`src/rtl/mem_to_axi_manager.sv`:
```
// mem_to_axi_manager
//   Bridges an in-order memory request port (req/gnt, rvalid) onto an AXI4
//   manager port. Every request becomes one single-beat AXI transaction, with
//   ID 0. Responses return on the mem side strictly in grant order.
//
// Ports
//   clk_i, rst_ni       clock, synchronous active-low reset
//   mem_req_i/gnt_o     request handshake (req & gnt)
//   mem_addr_i/we_i     byte address, 1 = write
//   mem_wdata_i/strb_i  write data and byte enables
//   mem_rvalid_o        one pulse per granted request, in grant order
//   mem_rdata_o         read data (0 for write responses)
//   mem_err_o           SLVERR/DECERR flag, qualified by mem_rvalid_o
//   axi_req_o/rsp_i     AXI4 manager request/response structs

package mem_to_axi_pkg;
  typedef struct packed {
    logic [0:0]  id;
    logic [31:0] addr;
    logic [7:0]  len;
    logic [2:0]  size;
    logic [1:0]  burst;
    logic        lock;
    logic [3:0]  cache;
    logic [2:0]  prot;
    logic [3:0]  qos;
    logic [3:0]  region;
    logic [5:0]  atop;
    logic [0:0]  user;
  } aw_chan_t;

  typedef struct packed {
    logic [63:0] data;
    logic [7:0]  strb;
    logic        last;
    logic [0:0]  user;
  } w_chan_t;

  typedef struct packed {
    logic [0:0] id;
    logic [1:0] resp;
    logic [0:0] user;
  } b_chan_t;

  typedef struct packed {
    logic [0:0]  id;
    logic [31:0] addr;
    logic [7:0]  len;
    logic [2:0]  size;
    logic [1:0]  burst;
    logic        lock;
    logic [3:0]  cache;
    logic [2:0]  prot;
    logic [3:0]  qos;
    logic [3:0]  region;
    logic [0:0]  user;
  } ar_chan_t;

  typedef struct packed {
    logic [0:0]  id;
    logic [63:0] data;
    logic [1:0]  resp;
    logic        last;
    logic [0:0]  user;
  } r_chan_t;

  typedef struct packed {
    aw_chan_t aw;
    logic     aw_valid;
    w_chan_t  w;
    logic     w_valid;
    logic     b_ready;
    ar_chan_t ar;
    logic     ar_valid;
    logic     r_ready;
  } axi_req_t;

  typedef struct packed {
    logic    aw_ready;
    logic    ar_ready;
    logic    w_ready;
    logic    b_valid;
    b_chan_t b;
    logic    r_valid;
    r_chan_t r;
  } axi_rsp_t;
endpackage

module mem_to_axi_manager #(
  parameter int unsigned AddrWidth      = 32,
  parameter int unsigned DataWidth      = 64,
  parameter int unsigned MaxOutstanding = 8,
  parameter type         axi_req_t      = mem_to_axi_pkg::axi_req_t,
  parameter type         axi_rsp_t      = mem_to_axi_pkg::axi_rsp_t
) (
  input  logic                   clk_i,
  input  logic                   rst_ni,
  input  logic                   mem_req_i,
  output logic                   mem_gnt_o,
  input  logic [AddrWidth-1:0]   mem_addr_i,
  input  logic                   mem_we_i,
  input  logic [DataWidth-1:0]   mem_wdata_i,
  input  logic [DataWidth/8-1:0] mem_strb_i,
  output logic                   mem_rvalid_o,
  output logic [DataWidth-1:0]   mem_rdata_o,
  output logic                   mem_err_o,
  output axi_req_t               axi_req_o,
  input  axi_rsp_t               axi_rsp_i
);

  localparam int unsigned StrbWidth = DataWidth / 8;
  localparam int unsigned PtrW      = (MaxOutstanding > 1) ? $clog2(MaxOutstanding) : 1;
  localparam int unsigned CntW      = $clog2(MaxOutstanding + 1);
  localparam logic [CntW-1:0] MaxCnt  = CntW'(MaxOutstanding);
  localparam logic [PtrW-1:0] LastPtr = PtrW'(MaxOutstanding - 1);
  localparam logic [2:0]      AxSize  = 3'($clog2(StrbWidth));

  logic                 vld_p0, we_p0;
  logic [AddrWidth-1:0] addr_p0;
  logic [DataWidth-1:0] wdata_p0;
  logic [StrbWidth-1:0] strb_p0;
  logic                 aw_sent_q, w_sent_q;

  // Order FIFO: one bit per outstanding request, 1 = write.
  logic                 order_q [MaxOutstanding];
  logic [PtrW-1:0]      wr_ptr_q, rd_ptr_q;
  logic [CntW-1:0]      cnt_q;

  logic ar_valid, aw_valid, w_valid;
  logic ar_hs, aw_hs, w_hs, retire, grant;
  logic head_we, busy, r_ready, b_ready, r_hs, b_hs, resp_hs;
  logic unused_rsp;

  assign ar_valid = vld_p0 & ~we_p0;
  assign aw_valid = vld_p0 & we_p0 & ~aw_sent_q;
  assign w_valid  = vld_p0 & we_p0 & ~w_sent_q;

  assign ar_hs = ar_valid & axi_rsp_i.ar_ready;
  assign aw_hs = aw_valid & axi_rsp_i.aw_ready;
  assign w_hs  = w_valid & axi_rsp_i.w_ready;

  // A write retires once both AW and W have been accepted, in any order.
  assign retire = ar_hs | (vld_p0 & we_p0 & (aw_sent_q | aw_hs) & (w_sent_q | w_hs));

  // The count term uses only the registered count, so a response never
  // opens a grant in the same cycle.
  assign grant     = rst_ni & mem_req_i & (~vld_p0 | retire) & (cnt_q < MaxCnt);
  assign mem_gnt_o = grant;

  // Only the channel at the FIFO head may deliver a response.
  assign busy    = (cnt_q != '0);
  assign head_we = order_q[rd_ptr_q];
  assign r_ready = busy & ~head_we;
  assign b_ready = busy & head_we;
  assign r_hs    = r_ready & axi_rsp_i.r_valid;
  assign b_hs    = b_ready & axi_rsp_i.b_valid;
  assign resp_hs = r_hs | b_hs;

  assign mem_rvalid_o = resp_hs;
  assign mem_rdata_o  = r_hs ? axi_rsp_i.r.data : '0;
  assign mem_err_o    = (r_hs & axi_rsp_i.r.resp[1]) | (b_hs & axi_rsp_i.b.resp[1]);

  assign unused_rsp = ^axi_rsp_i;

  always_comb begin
    axi_req_o          = '0;
    axi_req_o.aw.addr  = addr_p0;
    axi_req_o.aw.size  = AxSize;
    axi_req_o.aw.burst = 2'b01;
    axi_req_o.aw_valid = aw_valid;
    axi_req_o.w.data   = wdata_p0;
    axi_req_o.w.strb   = strb_p0;
    axi_req_o.w.last   = 1'b1;
    axi_req_o.w_valid  = w_valid;
    axi_req_o.b_ready  = b_ready;
    axi_req_o.ar.addr  = addr_p0;
    axi_req_o.ar.size  = AxSize;
    axi_req_o.ar.burst = 2'b01;
    axi_req_o.ar_valid = ar_valid;
    axi_req_o.r_ready  = r_ready;
  end

  // ---- stage p0: request register, issue flags, order FIFO control ----
  always_ff @(posedge clk_i) begin
    if (!rst_ni) begin
      vld_p0    <= 1'b0;
      aw_sent_q <= 1'b0;
      w_sent_q  <= 1'b0;
      wr_ptr_q  <= '0;
      rd_ptr_q  <= '0;
      cnt_q     <= '0;
    end else begin
      if (grant)       vld_p0 <= 1'b1;
      else if (retire) vld_p0 <= 1'b0;

      if (retire) begin
        aw_sent_q <= 1'b0;
        w_sent_q  <= 1'b0;
      end else begin
        if (aw_hs) aw_sent_q <= 1'b1;
        if (w_hs)  w_sent_q  <= 1'b1;
      end

      if (grant)   wr_ptr_q <= (wr_ptr_q == LastPtr) ? '0 : wr_ptr_q + 1'b1;
      if (resp_hs) rd_ptr_q <= (rd_ptr_q == LastPtr) ? '0 : rd_ptr_q + 1'b1;

      case ({grant, resp_hs})
        2'b10:   cnt_q <= cnt_q + 1'b1;
        2'b01:   cnt_q <= cnt_q - 1'b1;
        default: cnt_q <= cnt_q;
      endcase
    end
  end

  always_ff @(posedge clk_i) begin
    if (grant) begin
      we_p0             <= mem_we_i;
      addr_p0           <= mem_addr_i;
      wdata_p0          <= mem_wdata_i;
      strb_p0           <= mem_strb_i;
      order_q[wr_ptr_q] <= mem_we_i;
    end
  end

endmodule

```
`config.mk`:
```
export PLATFORM = sky130hd
export DESIGN_NAME = mem_to_axi_manager
export DESIGN_NICKNAME = d
export VERILOG_FILES = /design/src/rtl/mem_to_axi_manager.sv
export SDC_FILE = /design/constraint.sdc
export NUM_CORES = 1
export LEC_CHECK = 0
export ABC_AREA = 0
export CAP_MARGIN = 20
export CORE_AREA = 4 4 178 180
export DETAILED_ROUTE_END_ITERATION = 8
export DIE_AREA = 0 0 182 184
export GPL_TIMING_DRIVEN = 0
export PLACE_DENSITY = 0.64
export SYNTH_ARGS = -nofsm -noshare
export SYNTH_HDL_FRONTEND = slang
export SYNTH_SLANG_ARGS = --single-unit
```
`constraint.sdc`:
```
create_clock -name clk_i -period 5.62 [get_ports clk_i]
set_input_delay 1.124 -clock clk_i [delete_from_list [all_inputs] [get_ports clk_i]]
set_output_delay 1.124 -clock clk_i [all_outputs]
set_load 0.02 [all_outputs]
```
==> flow_summary.toml <==
[status]
status = "complete, no violations"

[placement]
place_ws_ns = 0.962
place_area_um2 = 10400
portBuffers = 386
placedCellCount = 1257
dp_hpwl_um = 15700
routabilityCongestion = 0.890

[yosys]
synth_area_per_cell_um2 = 14.2
synth_edf_count = 113
yosysSeqAreaShare = 0.642
ys_seq_elements = 129
yosys_most_used_dff = "edfxtp_1"
syn-cell-area_um2 = 5780
yosysWarnings = 0
synth_cells = 406
synth.distinct_cells = 43
async_flop_share = 0

[setup_path]
cp_cell_sequence = "clkdlybuf4s50_1 > nand3b_1 > a31o_2 > buf_2 > inv_4 > clkdlybuf4s50_1"
worstPathArrival_ns = 3.50
critPathKind = "input port to output port"
cp-endpoint = "mem_gnt_o"
required_ns = 4.50
crit_fanout = 37
critPathLaunch = "rst_ni"
r2r_start = "cnt_q[0]"
start_kind = "input port"
endpoint_kind = "output port"
cpMostUsedCell = "clkdlybuf4s50_1"
worstRegToRegCells = 11
rrSetupSlack_ns = 2.69
crit_path_top_delay_cell = "clkdlybuf4s50_1"
r2r-end = "cnt_q[2]"
cp_slowest_stage_delay_ns = 0.71

[final_layout]
regArea_um2 = 3710
final_cells = 1290
drive_gt1_frac = 0.225
multiInputGateArea_um2 = 1430
fillers = 2916
final_common_cell = "clkdlybuf4s50_1"
final_area_um2 = 11100
nets = 1073
layout.cells.most_common_list = "386 x clkdlybuf4s50_1, 113 x edfxtp_1, 107 x buf_4"
postLayoutCoreUtil = 0.367
area.growth.synth_to_final_pct = 91.4

[global_routing]
grt_max_degree = 75
overflow = 0
grt_pass1_vias = 4579
grt_pass1_wl_um = 26500
antenna_found_initial = 3
grt_use_total = 0.105

[clock_tree]
clk_path_buf_depth = 2
cts.sinks = 129
cts_buffers = 17
ctsRootBufferMaster = "clkbuf_16"
cts.clk_slew.worst_paths_ns = 0.05
ctsResizeCount = 0
insertion_delay_ns = 0.41
cts_setup_buffers = 0
hold_buffers = 0
cts_max_level = 4
cts_tree = "yes"

[pwr]
netSwitchingFraction = 0.279
pwr-share-comb = 0.327
p_seq_frac = 0.335
p_int_uw = 2540
vdd_drop_max_v = 0.000260
leakagePower_uw = 0.00435
p_sw_uw = 985
clockPowerShare = 0.337
powerDensity_nw_per_um2 = 318

[detailed_routing]
wl_per_cell_um = 14.7
num_vias = 4511
drtAntennaViolNets = 0
viasPerCell = 3.50
drtPass1Iterations = 4
finalWirelength_um = 19000
drc = 0
first_iter_violations = 123

[timing]
hold_violations = 0
period_share = 0.823
period_needed_ns = 4.62
fmax_mhz = 216
finClkSkew_ns = 0.0134
finalSetupViolCount = 0
hold_slack_ns = 0.498
slew_violations = 0
rsz0062_at_grt = "no"
worst_slack_ns = 0.996

[floorplan]
start_util = 0.192
dieArea_um2 = 33500
fp.dieW_um = 182
num_io_pins = 464
num_rows = 64
core_um2 = 30200
die_y_um = 184

[hold_path]
hold_path.class = "flop to flop"

[run]
maxCapViolCount = 0
==> critical path, delay by kind of cell <==
kind | cells | cell delay [ns]
AOI/OAI and AO/OA | 1 | 0.25
and+or+nand+nor | 1 | 0.20
buffers and inverters | 4 | 1.90
==> worst min-delay path by stage <==
stage	from	to	slack, ns	cells past startpoint
floorplan	rd_ptr_q[1]	flop	0.45	2
global placement	rd_ptr_q[1]	rd_ptr_q[1]	0.47	2
detailed placement	rd_ptr_q[1]	rd_ptr_q[1]	0.49	2
CTS	rd_ptr_q[1]	flop	0.50	2
global route	rd_ptr_q[1]	rd_ptr_q[1]	0.55	2
finish	rd_ptr_q[1]	flop	0.50	2
==> layout make-up <==
cell class | instances | area share
clock buffer | 17 | 0.0384
antenna | 1 | 0.000226
timing repair buffer | 387 | 0.351
inverter | 2 | 0.000904
sequential | 129 | 0.335
tap | 396 | 0.0448
clock inverter | 15 | 0.0193
multi-input combinational | 226 | 0.129
buffer | 117 | 0.0801
==> routing by layer <==
metal | wire length [µm] | global-route usage | part of all wire | vias up
met4 | 248 | 0.0351 | 0.013 | 4
li1 | - | - | - | 2176
met3 | 2850 | 0.0655 | 0.15 | 19
met5 | 24 | 0 | 0.0013 | -
met2 | 10000 | 0.195 | 0.53 | 287
met1 | 5880 | 0.0921 | 0.31 | 2025
==> power by group through the flow <==
stage | logic (µW) | registers [µW] | clock network [µW]
global placement | 1150 | 1210 | 0
CTS | 1170 | 1180 | 1220
finish | 1150 | 1180 | 1190
detailed placement | 1170 | 1200 | 0
floorplan | 579 | 1270 | 0
global route | 1230 | 1190 | 1270
==> flip-flops by register name (all words and copies together) (netlist names), named ones only <==
signal,flops
wdata_p0,64
addr_p0,32
order_q,8
strb_p0,8
cnt_q,4
rd_ptr_q,3
wr_ptr_q,3
aw_sent_q,1
vld_p0,1
w_sent_q,1
we_p0,1
==> synthesized netlist by cell type, types with 2 or more instances <==
cell,count,share of area
dfxtp_1,16,0.055
buf_4,107,0.14
a21oi_1,4,0.0035
edfxtp_1,113,0.59
and2_1,18,0.019
o21a_1,5,0.0065
buf_6,6,0.012
nor2b_1,4,0.0043
nand2_1,13,0.0084
nor3_1,5,0.0043
nor2_1,7,0.0045
and2_4,51,0.077
mux2i_1,5,0.0087
o21ai_0,2,0.0017
nor3b_1,2,0.0026
nand3b_1,2,0.0026
ha_1,7,0.015
nand3_1,4,0.0035
conb_1,2,0.0013
inv_1,2,0.0013
or3_1,2,0.0022
a21boi_0,3,0.0039
and3_1,3,0.0032
clkbuf_1,2,0.0013
a22oi_1,2,0.0026
xor2_1,2,0.0030
==> metrics by stage <==
step           setup TNS [ns]  power (µW)
2_1_floorplan               0        1850
3_3_place_gp           -47.51        2360
3_5_place_dp                0        2370
4_1_cts                     0        3570
5_1_grt                     0        3690
6_report                    0        3530
==> cell families (layout without fill, tap and decap cells) <==
| group | Yosys count | after routing | synth area share |
|---|---|---|---|
| other | 2 | 71 | 0.00130 |
| buffers and inverters | 119 | 538 | 0.155 |
| XOR/XNOR | 3 | 3 | 0.00454 |
| multiplexers | 6 | 6 | 0.0106 |
| AND/OR/NAND/NOR | 117 | 117 | 0.142 |
| adder cells (fa/ha/maj) | 7 | 7 | 0.0151 |
| flip-flops | 129 | 129 | 0.642 |
| AO/OA/AOI/OAI | 23 | 23 | 0.0299 |
No activity file was read; power rests on OpenSTA's default activity.
